### src/rtl/uart_tx_pkg.sv
// Shared constants for the UART transmitter: FSM encodings, word size and
// the parity rule placed ahead of the data bits in each frame.
package uart_tx_pkg;

  localparam int unsigned UART_DATA_BITS = 8;
  localparam int unsigned BIT_IDX_W      = $clog2(UART_DATA_BITS);

  localparam logic [2:0] S_IDLE   = 3'd0;
  localparam logic [2:0] S_START  = 3'd1;
  localparam logic [2:0] S_PARITY = 3'd2;
  localparam logic [2:0] S_DATA   = 3'd3;
  localparam logic [2:0] S_STOP   = 3'd4;
  localparam logic [2:0] S_GAP    = 3'd5;

  localparam logic PARITY_EVEN = 1'b1;

  function automatic logic frame_parity(input logic [UART_DATA_BITS-1:0] d);
    logic p;
    p = ^d;
    return PARITY_EVEN ? p : ~p;
  endfunction

endpackage

### src/rtl/uart_tx_baud_tick.sv
// Free-running bit-period counter: counts 0..term_i and pulses tick_o on the
// terminal count, then wraps. clear_i holds it at zero.
module uart_tx_baud_tick #(
  parameter int unsigned CNT_W = 7
) (
  input  logic             clk_i,
  input  logic             rst_ni,
  input  logic             clear_i,
  input  logic [CNT_W-1:0] term_i,
  output logic             tick_o
);

  logic [CNT_W-1:0] cnt_q;
  logic [CNT_W-1:0] cnt_d;

  assign tick_o = (cnt_q == term_i);

  // next count: clear, wrap at terminal, otherwise increment
  always_comb begin
    cnt_d = cnt_q;
    if (clear_i) begin
      cnt_d = {CNT_W{1'b0}};
    end else if (tick_o) begin
      cnt_d = {CNT_W{1'b0}};
    end else begin
      cnt_d = cnt_q + CNT_W'(1'b1);
    end
  end

  // counter register
  always_ff @(posedge clk_i or negedge rst_ni) begin
    if (!rst_ni) begin
      cnt_q <= {CNT_W{1'b0}};
    end else begin
      cnt_q <= cnt_d;
    end
  end

endmodule

### src/rtl/uart_tx.sv
// UART transmitter: start, even parity, 8 data bits LSB first, stop, then an
// idle gap. A one-word holding register lets the producer queue the next byte.
module uart_tx
  import uart_tx_pkg::*;
#(
  parameter int unsigned clksPerBit = 87,
  parameter int unsigned gapClks    = clksPerBit / 2
) (
  input  logic                      i_clkTx,
  input  logic                      i_rstTxN,
  input  logic                      i_txValid,
  input  logic [UART_DATA_BITS-1:0] i_txBits,
  output logic                      o_txReady,
  output logic                      o_txBit,
  output logic                      o_txBusy,
  output logic                      o_txFinished
);

  localparam int unsigned CNT_MAX = (clksPerBit > gapClks) ? clksPerBit : gapClks;
  localparam int unsigned CNT_W   = $clog2(CNT_MAX + 1);
  localparam logic [CNT_W-1:0] BIT_TERM = CNT_W'(clksPerBit - 1);
  localparam logic [CNT_W-1:0] GAP_TERM = CNT_W'(gapClks - 1);
  localparam logic [BIT_IDX_W-1:0] LAST_BIT = BIT_IDX_W'(UART_DATA_BITS - 1);

  logic [2:0]                state_q,     state_d;
  logic [UART_DATA_BITS-1:0] shift_q,     shift_d;
  logic [UART_DATA_BITS-1:0] hold_q,      hold_d;
  logic                      hold_full_q, hold_full_d;
  logic                      parity_q,    parity_d;
  logic [BIT_IDX_W-1:0]      bit_idx_q,   bit_idx_d;
  logic                      tx_bit_q,    tx_bit_d;
  logic                      busy_q,      busy_d;
  logic                      finished_q,  finished_d;

  logic                      tick_s;
  logic                      cnt_clear_s;
  logic [CNT_W-1:0]          cnt_term_s;

  uart_tx_baud_tick #(.CNT_W(CNT_W)) u_baud_tick (
    .clk_i   (i_clkTx),
    .rst_ni  (i_rstTxN),
    .clear_i (cnt_clear_s),
    .term_i  (cnt_term_s),
    .tick_o  (tick_s)
  );

  // holding-register handshake, frame sequencing and next line level
  always_comb begin
    state_d     = state_q;
    shift_d     = shift_q;
    hold_d      = hold_q;
    hold_full_d = hold_full_q;
    parity_d    = parity_q;
    bit_idx_d   = bit_idx_q;
    finished_d  = 1'b0;
    cnt_clear_s = 1'b0;
    cnt_term_s  = BIT_TERM;

    if (i_txValid && !hold_full_q) begin
      hold_d      = i_txBits;
      hold_full_d = 1'b1;
    end else begin
      hold_d      = hold_q;
    end

    case (state_q)
      S_IDLE: begin
        cnt_clear_s = 1'b1;
        if (hold_full_q) begin
          shift_d     = hold_q;
          parity_d    = frame_parity(hold_q);
          hold_full_d = 1'b0;
          bit_idx_d   = {BIT_IDX_W{1'b0}};
          state_d     = S_START;
        end else begin
          state_d     = S_IDLE;
        end
      end
      S_START: begin
        if (tick_s) state_d = S_PARITY;
        else        state_d = S_START;
      end
      S_PARITY: begin
        if (tick_s) state_d = S_DATA;
        else        state_d = S_PARITY;
      end
      S_DATA: begin
        if (tick_s) begin
          shift_d = shift_q >> 1;
          if (bit_idx_q == LAST_BIT) begin
            state_d = S_STOP;
          end else begin
            bit_idx_d = bit_idx_q + BIT_IDX_W'(1'b1);
          end
        end else begin
          state_d = S_DATA;
        end
      end
      S_STOP: begin
        if (tick_s) state_d = S_GAP;
        else        state_d = S_STOP;
      end
      S_GAP: begin
        cnt_term_s = GAP_TERM;
        if (tick_s) begin
          state_d    = S_IDLE;
          finished_d = 1'b1;
        end else begin
          state_d    = S_GAP;
        end
      end
      default: begin
        state_d     = S_IDLE;
        cnt_clear_s = 1'b1;
      end
    endcase

    // line level follows the state being entered so o_txBit stays registered
    case (state_d)
      S_START:  tx_bit_d = 1'b0;
      S_PARITY: tx_bit_d = parity_d;
      S_DATA:   tx_bit_d = shift_d[0];
      default:  tx_bit_d = 1'b1;
    endcase

    busy_d = (state_d != S_IDLE);
  end

  // state and output registers
  always_ff @(posedge i_clkTx or negedge i_rstTxN) begin
    if (!i_rstTxN) begin
      state_q     <= S_IDLE;
      shift_q     <= {UART_DATA_BITS{1'b0}};
      hold_q      <= {UART_DATA_BITS{1'b0}};
      hold_full_q <= 1'b0;
      parity_q    <= 1'b0;
      bit_idx_q   <= {BIT_IDX_W{1'b0}};
      tx_bit_q    <= 1'b1;
      busy_q      <= 1'b0;
      finished_q  <= 1'b0;
    end else begin
      state_q     <= state_d;
      shift_q     <= shift_d;
      hold_q      <= hold_d;
      hold_full_q <= hold_full_d;
      parity_q    <= parity_d;
      bit_idx_q   <= bit_idx_d;
      tx_bit_q    <= tx_bit_d;
      busy_q      <= busy_d;
      finished_q  <= finished_d;
    end
  end

  assign o_txReady    = ~hold_full_q;
  assign o_txBit      = tx_bit_q;
  assign o_txBusy     = busy_q;
  assign o_txFinished = finished_q;

endmodule

### config.mk
export PLATFORM = sky130hd
export DESIGN_NAME = uart_tx
export DESIGN_NICKNAME = d
export VERILOG_FILES = /design/src/rtl/uart_tx_pkg.sv /design/src/rtl/uart_tx_baud_tick.sv /design/src/rtl/uart_tx.sv
export SDC_FILE = /design/constraint.sdc
export NUM_CORES = 1
export LEC_CHECK = 0
export CORE_MARGIN = 5
export CORE_UTILIZATION = 56
export DETAILED_ROUTE_END_ITERATION = 8
export PLACE_DENSITY = 0.88
export RECOVER_POWER = 100
export SLEW_MARGIN = 20
export SYNTH_ARGS = -nofsm -noshare
export SYNTH_HDL_FRONTEND = slang
export SYNTH_SLANG_ARGS = --single-unit
### constraint.sdc
create_clock -name i_clkTx -period 1.79 [get_ports i_clkTx]
set_input_delay 0.179 -clock i_clkTx [delete_from_list [all_inputs] [get_ports i_clkTx]]
set_output_delay 0.179 -clock i_clkTx [all_outputs]
set_load 0.01 [all_outputs]
Word-level counts from Yosys, hierarchy flattened:

Index checks and enable logic that the tools add are counted.

* bits in registers: 34
* input port bits: 11
* output and inout port bits: 4
* logic and storage cells: 62

* $add $sub $neg: 2
* eq/ne operators: 13
* mux-type cells: 26
* bitwise gates (word level): 1
* reduce and logical (&&, ||, !) cells: 9

Operator list (number)
* $mux 7: 3
* $mux 3: 6
* $pmux 3 s6: 1
* $mux 8: 2
* $pmux 8 s2: 1
* $eq 3x2->1 const B: 4
* $mux 1: 10
* $eq 3x3->1 const B: 3
* $reduce_xor 8->1: 1
* $add 7x1->7 const B: 1
* $eq 7x7->1: 1
* $eq 3x1->1 const B: 2
* $ne 2x2->1 const B: 3
* $pmux 3 s2: 1
* $reduce_or 5->1: 1
* $reduce_and 4->1: 1
* $add 3x1->3 const B: 1
* $logic_not 3->1: 1
* $pmux 1 s3: 1
* $reduce_and 3->1: 1
* $reduce_bool 3->1: 1
* $mux 2: 1
* $reduce_bool 2->1: 1
* $logic_and 1x1->1: 1
* other kinds (2): 2

Logic depth before layout (Yosys ltp):

* depth in word-level cells: 7
* mapped depth: 7

By module:

From an unflattened synthesis, not the netlist that was laid out.

* cells, all modules: 153
* area total of the unflattened synthesis: 1771.7 µm²

By module, submodules not included
* uart_tx: instances 1, cells each 112, area each 1306.3 µm², sequential area each 676.9 µm²
* uart_tx_baud_tick: instances 1, cells each 41, area each 465.4 µm², sequential area each 175.2 µm²

Worst setup path after synthesis:

No wires, ideal clock.

* kind: register to register
* from: register state_q[1]
* to: register u_baud_tick.cnt_q[3]
* setup time: 0.119 ns
* data arrival time: 1.529 ns
* data required time: 1.671 ns
* slack: 0.142 ns
* stages on the path, launching flop included: 7
* buffers on the path: 1
* clock period less this slack: 1.648 ns
* cells stage by stage: dfrtp_1 -> buf_6 -> nand3b_2 -> mux2_4 -> a211oi_4 -> a211o_2 -> nor2_1

* word-level cells in the longest chain between the ends: 5

RTL lines
* from (decl): line uart_tx.sv:25 `logic [2:0] state_q, state_d;`
* from (signal assigned): line uart_tx.sv:142 `state_q <= state_d;`
* $eq 3x3->1: line uart_tx.sv:66 `case (state_q)`
* $mux 7: line uart_tx.sv:66
* $eq 7x7->1: line uart_tx_baud_tick.sv:16 `assign tick_o = (cnt_q == term_i);`
* $mux 7: line uart_tx_baud_tick.sv:23 `end else if (tick_o) begin`
* $mux 7 *: line uart_tx_baud_tick.sv:21 `if (clear_i) begin`
* via u_baud_tick.cnt_d[3]: line uart_tx_baud_tick.sv:14 `logic [CNT_W-1:0] cnt_d;`
* to (signal assigned): line uart_tx_baud_tick.sv:33 `cnt_q <= {CNT_W{1'b0}};`
* to (signal assigned): line uart_tx_baud_tick.sv:35 `cnt_q <= cnt_d;`
* to (decl): line uart_tx_baud_tick.sv:13 `logic [CNT_W-1:0] cnt_q;`

Mark *: on every way through the listed nets, which the timed path passes. The rest lies on a longest branch.
A chain may end at the register's enable or synchronous reset.

Worst setup path after layout:

* from: register u_baud_tick.cnt_q[4]
* to: register u_baud_tick.cnt_q[4]

* word-level cells in the longest chain between the ends: 3

RTL lines (line)
* $add 7x1->7 / $eq 7x7->1 (equally long branches): uart_tx_baud_tick.sv:26, uart_tx_baud_tick.sv:16
* $mux 7 *: uart_tx_baud_tick.sv:23
* $mux 7 *: uart_tx_baud_tick.sv:21
* via u_baud_tick.cnt_d[4]: uart_tx_baud_tick.sv:14

Marked as above.

==> out/metrics.cfg <==
[run_status]
status = finished, final reports clean

[routing]
wl_mm = 3.28
detail_route.iter0.violations = 113
drc = 0
via_count = 1239
vias_per_cell = 5.43
postRouteAntennaNets = 0
dr.pass1.iters = 4
routedWlPerCell_um = 14.4

[clock_tree]
path_clk_slew_ns = 0.12
cts_resized = 0
htree_num_levels = 2
clk_latency_ns = 0.34
cts_buffer_depth = 2
cts_root_buffer = clkbuf_4
tritoncts = done
postCtsHoldBufs = 0
cts_made_buffers = 5
cts_setup_buffers = 0
cts_sinks = 34

[floorplan]
die_area_um2 = 4330
core.rowCount = 20
io_pins = 15
die_y_um = 65.8
die_w_um = 65.8
initial_core_util_pct = 57.6
core_um2 = 3030

[yosys]
ys_seq_elements = 34
synth_commonest_cells = dfrtp_1, nand2_1, nor2_1
syn-num-nets = 170
ys_seq_area_share_pct = 48.9
synth_enable_flop_cells = 0
ys.flop_type = dfrtp_1
synth_area_per_cell_um2 = 11.3
synthCells = 155
synthTopCellsByArea = dfrtp_1, mux2_2, xnor2_1, nand2_1, a22oi_1
netlist.top_cell.by_area = dfrtp_1
yosysMostFrequentCell = dfrtp_1
yosysWarnings = 0
ys_types = 47
synth-async-reset-ratio_pct = 100
synth_area_um2 = 1740
synth_top_area_share_pct = 47.3

[finish]
nFillCells = 218
drive_gt1_share_pct = 21.7
fin_util_pct = 67.8
nets = 198
syn_to_final_growth_pct = 17.6
diodes = 0
stdcell_count = 228
fin_area_um2 = 2050

[placed_design]
place_inst = 220
port_buffers = 14
gp_congestion = 0.816
pre_cts_ws_ns = 0.0605
place_area_um2 = 1990
hpwl_mm = 2.38

[worst_setup_path]
crit_fanout = 7
reg2reg_from = u_baud_tick.cnt_q[4]
endpoint_kind = flip-flop
crit_chain = nand4bb_2 -> mux2_4 -> a211oi_4 -> a211o_2 -> nor2_1
max_stage_delay_ns = 0.44
crit_type = flip-flop to flip-flop
regToRegEndpoint = u_baud_tick.cnt_q[4]
r2r_setup_slack_ns = 0.04
worst_ep_arrival_time_ns = 1.98
cpMaxStageDelayCell = dfrtp_1
cp.required_ns = 2.02
crit_path_start_kind = flip-flop
reg2reg_depth = 5

[power]
p_leak_uw = 0.000875
switchingPower_uw = 868
seq_power_share_pct = 45.5
power_frac_comb_pct = 32.2
ir_drop_uv = 666
powerDensity_nw_per_um2 = 1240
p_int_uw = 1680
switching_share_pct = 34.1
clockPowerShare_pct = 22.3

[timing]
fin_ws_ns = 0.0389
fin_crit_ns = 1.75
fmax_ghz = 0.571
tns_ns = 0
fin_crit_sh_pct = 97.8
rsz0062_at_grt = yes
worstMarginPinSlew_ns = 0.806
drv_slew = 0
finClkSkew_ns = 0.0145
relSlewSlack_pct = 46.3
hold_violations = 0
setup_violations = 0

[grt]
grt_pass1_vias = 1303
grt_max_degree = 35
track_usage_pct = 17.5
grt_pass1_wl_mm = 5.71
grt.overflow.total = 0
antenna_found_initial = 0

[worst_hold_path]
min_from = i_txValid
hold_class = primary input to flip-flop
worst_hold_path.endpoint = hold_full_q
hold_path_depth = 3

[job]
maxCapViolations = 0

[final cells by class]
class	instances	area, µm²	share of cell area, %
Sequential cell	34	853	41.6
Multi-Input combinational cell	109	821	40.0
Timing Repair Buffer	27	218	10.6
Tap cell	44	55.1	2.68
Clock inverter	3	45.0	2.20
Clock buffer	5	37.5	1.83
Inverter	6	22.5	1.10
[metrics by stage]
stage,hold slack [ns],total power [µW]
2_1_floorplan,-0.117,1760
3_3_place_gp,0.460,1950
3_5_place_dp,0.466,2020
4_1_cts,0.236,2590
5_1_grt,0.406,2720
6_report,0.408,2550
[placed cells by master, fill, tap and decap left out, types with 2 or more instances in the layout]
| master | count |
|---|---|
| inv_1 | 6 |
| dlygate4sd3_1 | 4 |
| nand3_1 | 4 |
| nand3b_1 | 3 |
| mux2_2 | 8 |
| nor3_1 | 5 |
| clkinvlp_4 | 2 |
| xnor2_1 | 10 |
| a22oi_1 | 7 |
| ha_1 | 4 |
| a21oi_1 | 2 |
| dfrtp_1 | 32 |
| o21ai_0 | 2 |
| buf_4 | 5 |
| a31oi_2 | 2 |
| clkdlybuf4s50_1 | 10 |
| clkbuf_2 | 2 |
| clkbuf_1 | 5 |
| clkbuf_4 | 5 |
| nand2_1 | 19 |
| a221o_1 | 2 |
| and2_1 | 2 |
| xor2_1 | 2 |
| nor2_1 | 12 |
[kinds of logic after synthesis]
| kind of cell | Yosys count | share of synthesized area (%) |
|---|---|---|
| mux | 9 | 6.03 |
| compound gates | 26 | 13.6 |
| simple gates | 58 | 18.9 |
| buf+inv | 12 | 3.80 |
| flops | 34 | 48.9 |
| xor+xnor | 12 | 6.03 |
| fa+ha+maj | 4 | 2.87 |
[flip-flops by register name (all words and copies together), names as in the netlist, 3 cells and up]
register	cells
shift_q	8
hold_q	8
state_q	3
bit_idx_q	3
u_baud_tick.cnt_q	7
[critical path, delay by kind of cell (launching register included)]
| kind | cells | cell delay [ns] |
|---|---|---|
| compound gates | 2 | 0.54 |
| flops | 1 | 0.44 |
| mux | 1 | 0.31 |
| simple gates | 2 | 0.35 |
[power groups by stage]
stage | registers, µW | logic [µW] | clock network, µW
after floorplan | 1120 | 643 | 0
after global placement | 1150 | 804 | 0
after detailed placement | 1170 | 847 | 0
after CTS | 1160 | 853 | 574
after global routing | 1190 | 919 | 615
final | 1160 | 820 | 567
[worst max path at each step]
stage	start	slack, ns	to
final	u_baud_tick.cnt_q[4]	0.04	u_baud_tick.cnt_q[4]
after global routing	u_baud_tick.cnt_q[4]	-0.02	u_baud_tick.cnt_q[5]
after CTS	state_q[2]	0.04	o_txBit
after detailed placement	u_baud_tick.cnt_q[4]	0.06	o_txBit
after global placement	state_q[2]	0.13	o_txBit
after floorplan	state_q[1]	0.14	u_baud_tick.cnt_q[3]
[routing by layer]
| metal | track usage (%) | up-vias | wire length, µm |
|---|---|---|---|
| li1 | - | 603 | - |
| met1 | 21.1 | 589 | 1400 |
| met2 | 28.3 | 38 | 1630 |
| met3 | 4.25 | 9 | 149 |
| met4 | 10.1 | 0 | 97 |
| met5 | 0 | - | 0 |
Note: power is estimated with default switching activity, not from simulation.
